File: src/rtl/multi_timer.sv
// multi_timer: bank of NUM_CH down-counting timers behind a simple word-addressed register bus,
// each with one-shot/auto-reload modes, a sticky pending flag and a maskable interrupt.
module multi_timer #(
    parameter int NUM_CH = 2,
    parameter int WIDTH  = 32
) (
    input  logic        clk,
    input  logic        reset,
    input  logic [29:0] addr,
    input  logic        we,
    input  logic [31:0] din,
    output logic [31:0] dout,
    output logic        irq
);
    typedef enum logic [1:0] {IDLE, LOAD, CNT, INT} state_t;
    localparam logic [WIDTH-1:0] ONE = 1;
    logic [1:0] sel;
    logic [2:0] ch;
    logic [NUM_CH-1:0][31:0] rd;
    logic [NUM_CH-1:0] irq_v;
    logic unused_bits;
    assign sel = addr[1:0];
    assign ch = addr[4:2];
    assign unused_bits = ^{addr[29:5], din};
    for (genvar g = 0; g < NUM_CH; g++) begin : gen_ch
        state_t state_q, state_d;
        logic [3:0] ctrl_q, ctrl_d;
        logic pend_q, pend_d;
        logic [WIDTH-1:0] preset_q, preset_d, count_q, count_d;
        logic hit;
        assign hit = we && ch == 3'(g);
        // A bus write to this channel freezes its FSM for that cycle.
        always_comb begin
            state_d = state_q;
            ctrl_d = ctrl_q;
            pend_d = pend_q;
            preset_d = preset_q;
            count_d = count_q;
            if (hit) begin
                if (sel == 2'd0) begin
                    ctrl_d = din[3:0];
                    pend_d = 1'b0;
                end else if (sel == 2'd1) begin
                    preset_d = din[WIDTH-1:0];
                end
            end else begin
                case (state_q)
                    IDLE: state_d = ctrl_q[0] ? LOAD : IDLE;
                    LOAD: begin
                        count_d = preset_q;
                        state_d = CNT;
                    end
                    CNT: begin
                        if (!ctrl_q[0]) begin
                            state_d = IDLE;
                        end else if (count_q > ONE) begin
                            count_d = count_q - ONE;
                        end else begin
                            count_d = '0;
                            pend_d = 1'b1;
                            state_d = INT;
                        end
                    end
                    INT: begin
                        if (ctrl_q[2:1] == 2'b01) begin
                            state_d = LOAD;
                        end else begin
                            ctrl_d[0] = 1'b0;
                            state_d = IDLE;
                        end
                    end
                endcase
            end
        end
        always_ff @(posedge clk) begin
            if (reset) begin
                state_q <= IDLE;
                ctrl_q <= '0;
                pend_q <= 1'b0;
                preset_q <= '0;
                count_q <= '0;
            end else begin
                state_q <= state_d;
                ctrl_q <= ctrl_d;
                pend_q <= pend_d;
                preset_q <= preset_d;
                count_q <= count_d;
            end
        end
        assign rd[g] = sel == 2'd0 ? {27'b0, pend_q, ctrl_q} :
                       sel == 2'd1 ? 32'(preset_q) :
                       sel == 2'd2 ? 32'(count_q) : 32'b0;
        assign irq_v[g] = pend_q & ctrl_q[3];
    end
    always_comb begin
        dout = '0;
        for (int i = 0; i < NUM_CH; i++) begin
            if (ch == 3'(i)) dout = rd[i];
        end
    end
    assign irq = |irq_v;
endmodule

File: config.mk
export PLATFORM = sky130hd
export DESIGN_NAME = multi_timer
export DESIGN_NICKNAME = d
export VERILOG_FILES = /design/src/rtl/multi_timer.sv
export SDC_FILE = /design/constraint.sdc
export NUM_CORES = 1
export LEC_CHECK = 0
export ABC_AREA = 1
export CORE_MARGIN = 3
export CORE_UTILIZATION = 57
export DETAILED_ROUTE_END_ITERATION = 12
export GPL_ROUTABILITY_DRIVEN = 0
export GPL_TIMING_DRIVEN = 0
export PLACE_DENSITY = 0.88
export SLEW_MARGIN = 20
export SYNTH_ARGS = -nofsm -noshare
export SYNTH_HDL_FRONTEND = slang
export SYNTH_SLANG_ARGS = --single-unit
export TNS_END_PERCENT = 20
File: constraint.sdc
create_clock -name clk -period 3 [get_ports clk]
set_input_delay 0.45 -clock clk [delete_from_list [all_inputs] [get_ports clk]]
set_output_delay 0.45 -clock clk [all_outputs]
set_load 0.01 [all_outputs]
# == Yosys cells after proc, flatten, opt, wreduce, memory -nomap -nowiden ==
# Index checks and enable logic that the tools add are counted.
# classes
add_sub_neg,2
n_eq_ne,21
n_lt_le_gt_ge,2
n_bitwise,5
muxes,41
reduce_logical,27
# ops
operator,count
two-way mux 32 bit,12
one-hot mux 32 bit (2 select lines),2
"> comparator 32 x 1 -> 1 bit, second input constant",2
"subtractor 32 x 1 -> 32 bit, second input constant",2
two-way mux 1 bit,21
AND reduction 3 bit,6
one-hot mux 2 bit (4 select lines),2
nonzero test 2 bit,8
"inequality test 2 bit, second input constant",6
"equality test 2 x 1 -> 1 bit, second input constant",5
"equality test 2 bit, second input constant",5
two-way mux 2 bit,4
AND reduction 2 bit,4
AND reduction 4 bit,2
zero test 2 bit,3
"inequality test 3 bit, second input constant",2
"inequality test 2 x 1 -> 1 bit, second input constant",2
"equality test 3 x 1 -> 1 bit, second input constant",1
zero test 3 bit,1
NOT 1 bit,3
AND 1 bit,2
logical AND 1 bit,2
OR reduction 2 bit,1
# word_totals
input_bits,65
register_bits,142
output_inout_bits,33
word_cells,110

# == Longest topological paths before layout ==
# Gate-level depths: netlist of the first run.
# logic_depth
word_depth,6
mapped_depth,12
ltp_nobuf,11

# == Least setup slack after synthesis of the first run ==
# No wires, ideal clock.
# synth_timing
kind,input to output
from,in addr[1]
to,out dout[0]
n_path_buf,2
t_required_ns,2.550
arrival_ns,1.500
setup_slack_ns,1.050
cell_stages,7
path_cell_list,inv_1 > nand2_2 > inv_1 > buf_2 > buf_2 > a221oi_1 > o21ai_0
# synth_via
elab_chain_cells,6
word_cells_on_any_way,11
classes_between,eq/ne: 2; mux: 8; reduce/logical: 1
# synth_lines
element,line_no,source
from (decl),9,"input logic [29:0] addr,"
equality test 2 bit,92,sel == 2'd2 ? 32'(count_q) : 32'b0;
two-way mux 32 bit,92,
two-way mux 32 bit,91,sel == 2'd1 ? 32'(preset_q) :
two-way mux 32 bit,90,"assign rd[g] = sel == 2'd0 ? {27'b0, pend_q, ctrl_q} :"
two-way mux 32 bit,98,if (ch == 3'(i)) dout = rd[i];
two-way mux 32 bit (*),98,
to (decl),12,"output logic [31:0] dout,"
# Every way passes the cells marked *; elsewhere a longest branch is shown, timed or not.

# == Final worst setup path of the first run ==
# layout_timing
from,in addr[1]
to,out dout[22]
# Same word-level chain as after synthesis.

==> results of run 1 <==
==> per-layer routing <==
layer	global-route usage, %	share of wire, %
met5	0	0
met4	16.67	4.8
met3	6.708	11
met2	57.98	46
met1	46.32	39
==> cells in the final DEF, fill, tap and decap left out, types with 29 or more instances in the layout <==
cell / n
o21ai_1: 45
inv_1: 103
nand2_1: 213
xor2_1: 29
a21oi_1: 150
nand3_1: 63
o21ai_0: 148
dfxtp_1: 142
nor2_1: 228
clkdlybuf4s50_1: 50
==> kinds of logic after synthesis <==
group,synth area share [%]
AND/OR/NAND/NOR,28.26
AO/OA/AOI/OAI,25.55
buffers and inverters,8.932
flip-flops,33.65
XOR/XNOR,3.007
adder cells (fa/ha/maj),0.5925
==> registers in the layout, summed over array words and instances (netlist names) <==
signal	flops
gen_ch.count_q	64
gen_ch.ctrl_q	8
gen_ch.state_q	4
gen_ch.pend_q	2
gen_ch.preset_q	64
==> worst max-delay path: cells and delay by family <==
family	cells	cell delay [ns]
buf+inv	5	1.52
compound gates	2	0.46
simple gates	1	0.21
==> synth_stat cells <==
| master | n |
|---|---|
| a221oi_1 | 1 |
| nor3b_4 | 1 |
| o21a_1 | 1 |
| nor4_1 | 2 |
| inv_1 | 104 |
| or2_1 | 1 |
| nor2_2 | 11 |
| nor2_1 | 229 |
| a21oi_2 | 1 |
| xor2_1 | 29 |
| buf_2 | 27 |
| or2_2 | 1 |
| buf_1 | 2 |
| nand2_1 | 213 |
| nand4_1 | 12 |
| nand3b_1 | 1 |
| o211ai_1 | 2 |
| o221ai_1 | 3 |
| nor2_4 | 7 |
| ha_1 | 4 |
| nor3_1 | 3 |
| a21oi_1 | 150 |
| o22ai_1 | 6 |
| o21ai_2 | 3 |
| a22o_1 | 27 |
| buf_6 | 6 |
| nor3_2 | 2 |
| nand3_1 | 63 |
| o21ai_1 | 19 |
| o21ai_0 | 189 |
| dfxtp_1 | 142 |
| inv_2 | 7 |
| nand2_2 | 13 |
| nand2_4 | 2 |
| clkbuf_1 | 34 |
==> worst min-delay path by stage <==
stage                            from                endpoint  slack [ns]  cells past startpoint
2_1_floorplan        gen_ch[1].pend_q        gen_ch[1].pend_q        0.44                      2
3_3_place_gp         gen_ch[1].pend_q        gen_ch[1].pend_q        0.46                      2
3_5_place_dp         gen_ch[1].pend_q        gen_ch[1].pend_q        0.46                      2
4_1_cts              gen_ch[1].pend_q        gen_ch[1].pend_q        0.47                      2
5_1_grt        gen_ch[0].preset_q[18]  gen_ch[0].preset_q[18]        0.50                      2
6_report             gen_ch[1].pend_q        gen_ch[1].pend_q        0.47                      2
==> repair_timing <==
| item | 4_1_cts | 5_1_grt |
|---|---|---|
| pin swaps | 0 | 1 |
| gates resized for setup | 47 | 66 |
| hold endpoints to repair | 0 | 0 |
| endpoints found under the setup margin | 32 | 30 |
==> layout make-up <==
cell class	instances	area (um2)
Clock inverter	10	135.1
Inverter	111	416.7
Sequential cell	142	2843
Buffer	69	382.9
Timing Repair Buffer	72	768.2
Multi-Input combinational cell	996	4913
Fill cell	1164	4035
Clock buffer	22	484.2
Tap cell	180	225.2
==> stage by stage <==
step	TNS, ns	hold WS, ns
global placement	-5.185	0.4590
floorplan	0	0.4393
global route	-1.027	0.5024
finish	-0.4487	0.4684
detailed placement	-6.281	0.4639
CTS	-0.3120	0.4718
==> power by group <==
part / switching (uW) / total (uW) / internal, uW
clock: 857 / 2250 / 1390
sequential: 41.6 / 1960 / 1920
combinational: 567 / 849 / 281
total: 1470 / 5060 / 3600
==> reports/results.ini, run 1 <==
[finish]
final_area_um2 = 10170
stdcell_count = 1602
nNetsFinal = 1478
n_antenna_cell = 0
area_growth_pct = 20.38
drive_gt1_share_pct = 10.06
fin_util_pct = 71.59

[synth]
syn-num-nets = 1387
ys_ff_latch = 142
seq_area_frac_synth_pct = 33.65
yosysTopAreaCell = dfxtp_1
syn_area_per_cell_um2 = 6.409
yosysUniqueCellTypes = 35
synth_top_area_share_pct = 33.65
netlist_instances = 1318
synth_area_leaders = dfxtp_1 (34%), o21ai_0 (11%), nor2_1 (10%)
yosys_warnings = 0
netlist_area_um2 = 8447

[worst_setup_path]
worstPathCellList = clkdlybuf4s50_1, inv_1, or2_1, clkbuf_4, buf_2, o21ai_0, a22o_1, clkdlybuf4s50_1
reg2regPathDepth = 10
worstReg2RegEnd = gen_ch[1].count_q[26]
r2r-start = gen_ch[1].count_q[0]
start_kind = input port
crit_required_ns = 2.55
timing.critical_path.mode_cell = clkdlybuf4s50_1
critical_path_class = input port to output port
r2r_slack_ns = 1.09
arrival_ns = 2.65
end_kind = output port
max_stage_delay_ns = 0.55
endpoint = dout[22]
worstPathMaxFanout = 10
cp_slowest_cell = clkdlybuf4s50_1
startpoint = addr[1]

[sta]
max_slew_margin_pct = 58.31
post-route-min-period_ns = 3.099
timing.fmax_ghz = 0.3227
rsz0062_at_grt = true
drv_slew = 0
hold_violations = 0
setup_viol = 10
clock_skew_ns = 0.01104
min_period_over_period_pct = 103.3
layout_setup_ws_ns = -0.09912
tightest_slew_ns = 0.6253

[global_route]
grt_pass1_wl_um = 46450
grt_pass1_vias = 9077
grt_use_total_pct = 35.82
antenna_found_initial = 0
grt_overflow = 0
grt_start_max_net_pins = 17

[power]
leakage_uw = 0.004709
p_per_area_nw_per_um2 = 497.8
ir_worst_vdd_mv = 0.4487
p_total_uw = 5062

[clock_tree]
htreeDepth = 4
clockBufferDepth = 2
cts_tree = done
clkLatencyLatePin_ns = 0.44
clk_pin_slew_ns = 0.06
clock-sinks = 142
numCtsBuffers = 17
ctsHoldBuffers = 0
postCtsSetupBuffers = 0
cts_root_buf = clkbuf_16

[floorplanning]
die_x_um = 127.7
core_area_um2 = 14200
dieArea_um2 = 16320
row_count = 43
boundaryPins = 98
start_util_pct = 59.47
dieHeight_um = 127.7

[placed_design]
place_area_um2 = 9393
port_buffers = 72
pre_cts_slack_ns = -0.3022
place_hpwl_um = 21830
dp.cells = 1570

[route]
vias = 9779
wire_per_inst_um = 18.44
ant_nets = 0
drt_iter0_markers = 1429
route.final.wire_length_um = 29550
route.detailed.drc = 0
first_pass_iters = 6
avgViaCountPerCell = 6.104

[run_status]
status = complete, but fails checks
violations = setup timing

[hold_path]
hp-class = register to register

[job]
maxCapViolCount = 0

(Power assumes the default switching activity.)
==> inputs of run 2 (changes only) <==
Settings changed: GPL_TIMING_DRIVEN 0 to 1.
==> run 2 against run 1 <==
Against the previous run:
- the run now ends clean
- hold slack better by 0.0023 ns
- fmax is 3.6% higher
- first-iteration DRC count is 0.42% higher
==> reports/results.ini, run 2 (synthesis gave the netlist of run 1 again) <==
[worst_setup_path]
start_kind = input port
crit_required_ns = 2.55
critical_path_class = input port to output port
end_kind = output port
arrival_ns = 2.54
r2r_slack_ns = 0.78
worstPathMaxFanout = 42

[global_route]
antenna_found_initial = 0
grt_pass1_wl_um = 43410
grt_pass1_vias = 8538
grt_use_total_pct = 32.82
grt_start_max_net_pins = 58
grt_overflow = 0

[clock_tree]
numCtsBuffers = 17
clk_pin_slew_ns = 0.06
cts_tree = done
clock-sinks = 142
ctsHoldBuffers = 0
htreeDepth = 4
cts_root_buf = clkbuf_16
clockBufferDepth = 2
clkLatencyLatePin_ns = 0.43

[sta]
tns_ns = 0
hold_violations = 0
rsz0062_at_grt = true
drv_slew = 0
setup_viol = 0
holdWs_ns = 0.4707
min_period_over_period_pct = 99.70
max_slew_margin_pct = 29.06
layout_setup_ws_ns = 0.009041
post-route-min-period_ns = 2.991
clock_skew_ns = 0.005135
timing.fmax_ghz = 0.3343
tightest_slew_ns = 1.063

[power]
leakage_uw = 0.004256
combinationalPowerShare_pct = 15.8
power.switching_fraction_pct = 27.30
ir_worst_vdd_mv = 0.3918
p_int_uw = 3763
pwr-share-seq_pct = 37.9
power.switching_uw = 1413
p_per_area_nw_per_um2 = 519.0
pwr-share-clk_pct = 46.2

[floorplanning]
die_x_um = 127.7
core_area_um2 = 14200
start_util_pct = 59.47
dieArea_um2 = 16320
row_count = 43
boundaryPins = 98
dieHeight_um = 127.7

[route]
route.detailed.drc = 0
drt_iter0_markers = 1435
route.final.wire_length_um = 26590
avgViaCountPerCell = 5.983
ant_nets = 0
vias = 9298
first_pass_iters = 6
wire_per_inst_um = 17.11

[finish]
biggestRegsByFlops = gen_ch.count_q (64), gen_ch.preset_q (64), gen_ch.ctrl_q (8)
fin_util_pct = 70.21
layout_common_cells = nor2_1 (229), nand2_1 (213), o21ai_0 (178)
n_antenna_cell = 0
seqCellArea_um2 = 2843
area_growth_pct = 18.06
multi_input_area_um2 = 4862
final_common_cell = nor2_1
fillCellCount = 1151
nNetsFinal = 1430
drive_gt1_share_pct = 7.496

[run_status]
status = finished clean

[placed_design]
port_buffers = 72
place_hpwl_um = 18420
pre_cts_slack_ns = 0.01261

[job]
maxCapViolCount = 0

[hold_path]
hp-class = register to register

## run 2: power groups by stage
stage	logic, uW	clock network (uW)	registers (uW)
2_1_floorplan	560	0	1990
3_3_place_gp	768	0	2000
3_5_place_dp	785	0	2000
4_1_cts	797	2390	1960
5_1_grt	908	2460	1970
6_report	819	2390	1960
## run 2: worst max-delay path, cell delays in order
cell	delay, ns
clkdlybuf4s50_1	0.48
inv_1	0.06
or2_2	0.34
buf_12	0.20
o21ai_0	0.28
a22o_1	0.19
clkdlybuf4s50_1	0.54
## run 2: timing repair
| item | 4_1_cts | 5_1_grt |
|---|---|---|
| buffers inserted | 0 | 0 |
| setup endpoints to repair | 0 | 15 |
| gates resized for setup | 0 | 14 |
## run 2: stage by stage
step	instances	total power (uW)	cell area, um2
after floorplan	1318	2550	8447
after global placement	1522	2769	9294
after detailed placement	1522	2786	9294
after CTS	1554	5151	9961
after global routing	1554	5334	9972
final	1554	5176	9972
## run 2: area by class of cell
cell class                 count  area share (%)
clock inverter                10           1.832
timing repair buffer          93           9.611
tap                          180           2.258
clock buffer                  22           4.856
inverter                     111           4.178
sequential                   142           28.51
multi-input combinational    996           48.76
## run 2: path summary, 6_finish.rpt
check                               from                endpoint  depth (start not counted)
setup / recovery                 addr[1]                dout[31]                          7
hold / removal    gen_ch[0].preset_q[17]  gen_ch[0].preset_q[17]                          2
setup reg to reg    gen_ch[1].count_q[0]   gen_ch[1].count_q[16]                         10
hold reg to reg   gen_ch[0].preset_q[17]  gen_ch[0].preset_q[17]                          2
## run 2: routing by layer
layer  global-route usage, %  part of all wire, %  routed length, um
met5                       0                    0                  0
met4                   10.42                  2.7                726
met3                   5.583                   10               2721
met2                   52.77                   46              12260
met1                   45.13                   41              10880
==> inputs of run 3 (changes only) <==
==> constraint.sdc (replaced) <==
create_clock -name clk -period 3.1 [get_ports clk]
set_input_delay 0.775 -clock clk [delete_from_list [all_inputs] [get_ports clk]]
set_output_delay 0.775 -clock clk [all_outputs]
set_load 0.01 [all_outputs]
==> run 3 against run 2 <==
Against the previous run:
- final cell count rose by 0.58%
- clock power fell by 5%
- hold slack better by 0.012 ns
- sequential power decreased by 3%
- combinational power about the same
- non-clock buffer count grew 9
- count of clock-buffer cells in the layout grew 1
- largest power group unchanged
- register-to-register slack gained 0.10 ns
==> reports/results.ini, run 3 (synthesis gave the netlist of run 1 again) <==
[run_status]
status = finished clean

[sta]
timing.fmax_ghz = 0.3325
holdWs_ns = 0.4823
post-route-min-period_ns = 3.008
drv_slew = 0
tightest_slew_ns = 1.053
clock_skew_ns = 0.006456
rsz0062_at_grt = false
setup_viol = 0
max_slew_margin_pct = 29.70
hold_violations = 0
min_period_over_period_pct = 97.02

[worst_setup_path]
arrival_ns = 2.23
worstPathMaxFanout = 28
end_kind = output port
crit_required_ns = 2.32
critical_path_class = input port to output port
start_kind = input port

[placed_design]
port_buffers = 72
place_hpwl_um = 18840
place_area_um2 = 9404

[floorplanning]
start_util_pct = 59.47
dieHeight_um = 127.7
dieArea_um2 = 16320
core_area_um2 = 14200
die_x_um = 127.7
boundaryPins = 98
row_count = 43

[clock_tree]
clockBufferDepth = 2
clkLatencyLatePin_ns = 0.43
htreeDepth = 4
cts_tree = done
cts_root_buf = clkbuf_16
ctsHoldBuffers = 0
clock-sinks = 142
clk_pin_slew_ns = 0.06
numCtsBuffers = 17

[finish]
biggestRegsByFlops = gen_ch.count_q (64), gen_ch.preset_q (64), gen_ch.ctrl_q (8)
area_growth_pct = 18.26
final_common_cell = nor2_1
final_area_um2 = 9990
multi_input_area_um2 = 4895
n_antenna_cell = 0
drive_gt1_share_pct = 10.92
seqCellArea_um2 = 2843
layout_common_cells = nor2_1 (228), nand2_1 (213), o21ai_0 (162)
fillCellCount = 1105
fin_util_pct = 70.33
nNetsFinal = 1439

[job]
maxCapViolCount = 0

[global_route]
grt_pass1_wl_um = 44710
grt_start_max_net_pins = 74
grt_overflow = 0
grt.met2_usage_pct = 53.39
antenna_found_initial = 0
grt_pass1_vias = 8762
grt-busiest-layer = met2
grt_use_met3_pct = 5.542
gr-usage-met1_pct = 45.80
grt_use_total_pct = 33.99

[hold_path]
hp-class = register to register

[route]
route.detailed.drc = 0
drt_iter0_markers = 1346
wire_per_inst_um = 17.77
route.final.wire_length_um = 27780
ant_nets = 0
vias = 9609
first_pass_iters = 7
avgViaCountPerCell = 6.148

[power]
leakage_uw = 0.004341
ir_worst_vdd_mv = 0.4518
p_per_area_nw_per_um2 = 499.0

[run 3: report_power, final]
group          internal [uW]  leakage (uW)  switching [uW]
sequential              1860       0.00115            40.5
clock                   1450      0.000308             812
combinational            286       0.00289             534
[run 3: worst max-delay path: stages]
cell	delay, ns
clkdlybuf4s50_1	0.51
nor3_4	0.28
buf_12	0.21
a22o_1	0.19
clkdlybuf4s15_2	0.25
[run 3: area by class of cell]
cell class	instances	share of cell area (%)
inverter	111	4.171
clock buffer	23	4.985
sequential	142	28.46
tap	180	2.255
timing repair buffer	102	9.582
multi-input combinational	996	49.00
clock inverter	9	1.553
[run 3: through the flow]
stage	power (uW)	setup WS [ns]	cells	TNS, ns
detailed placement	2713	-0.4974	1530	-14.16
global route	5141	0.07967	1563	0
finish	4985	0.09226	1563	0
floorplan	2468	0.5002	1318	0
CTS	4953	0.1306	1563	0
global placement	2698	-0.4841	1530	-13.64
[run 3: worst paths after layout]
| kind | start | endpoint | slack [ns] | cells past startpoint |
|---|---|---|---|---|
| worst max-delay path | addr[4] | dout[24] | 0.09 | 5 |
| worst min-delay path | gen_ch[0].preset_q[21] | gen_ch[0].preset_q[21] | 0.48 | 2 |
| worst max register to register | gen_ch[1].count_q[0] | gen_ch[1].count_q[11] | 0.88 | 10 |
| worst min register to register | gen_ch[0].preset_q[21] | gen_ch[0].preset_q[21] | 0.48 | 2 |
[run 3: what timing repair did]
action | CTS | global route
buffers inserted | 0 | 0
gates resized for setup | 166 | 0
endpoints found under the hold margin | 0 | 0
setup endpoints to repair | 32 | 0
[run 3: per-layer routing]
layer,wire (um),vias to the layer above,part of all wire (%)
li1,-,4487,-
met5,0,-,0
met3,2754,105,9.9
met2,12640,622,45
met1,11140,4395,40
met4,1244,0,4.5
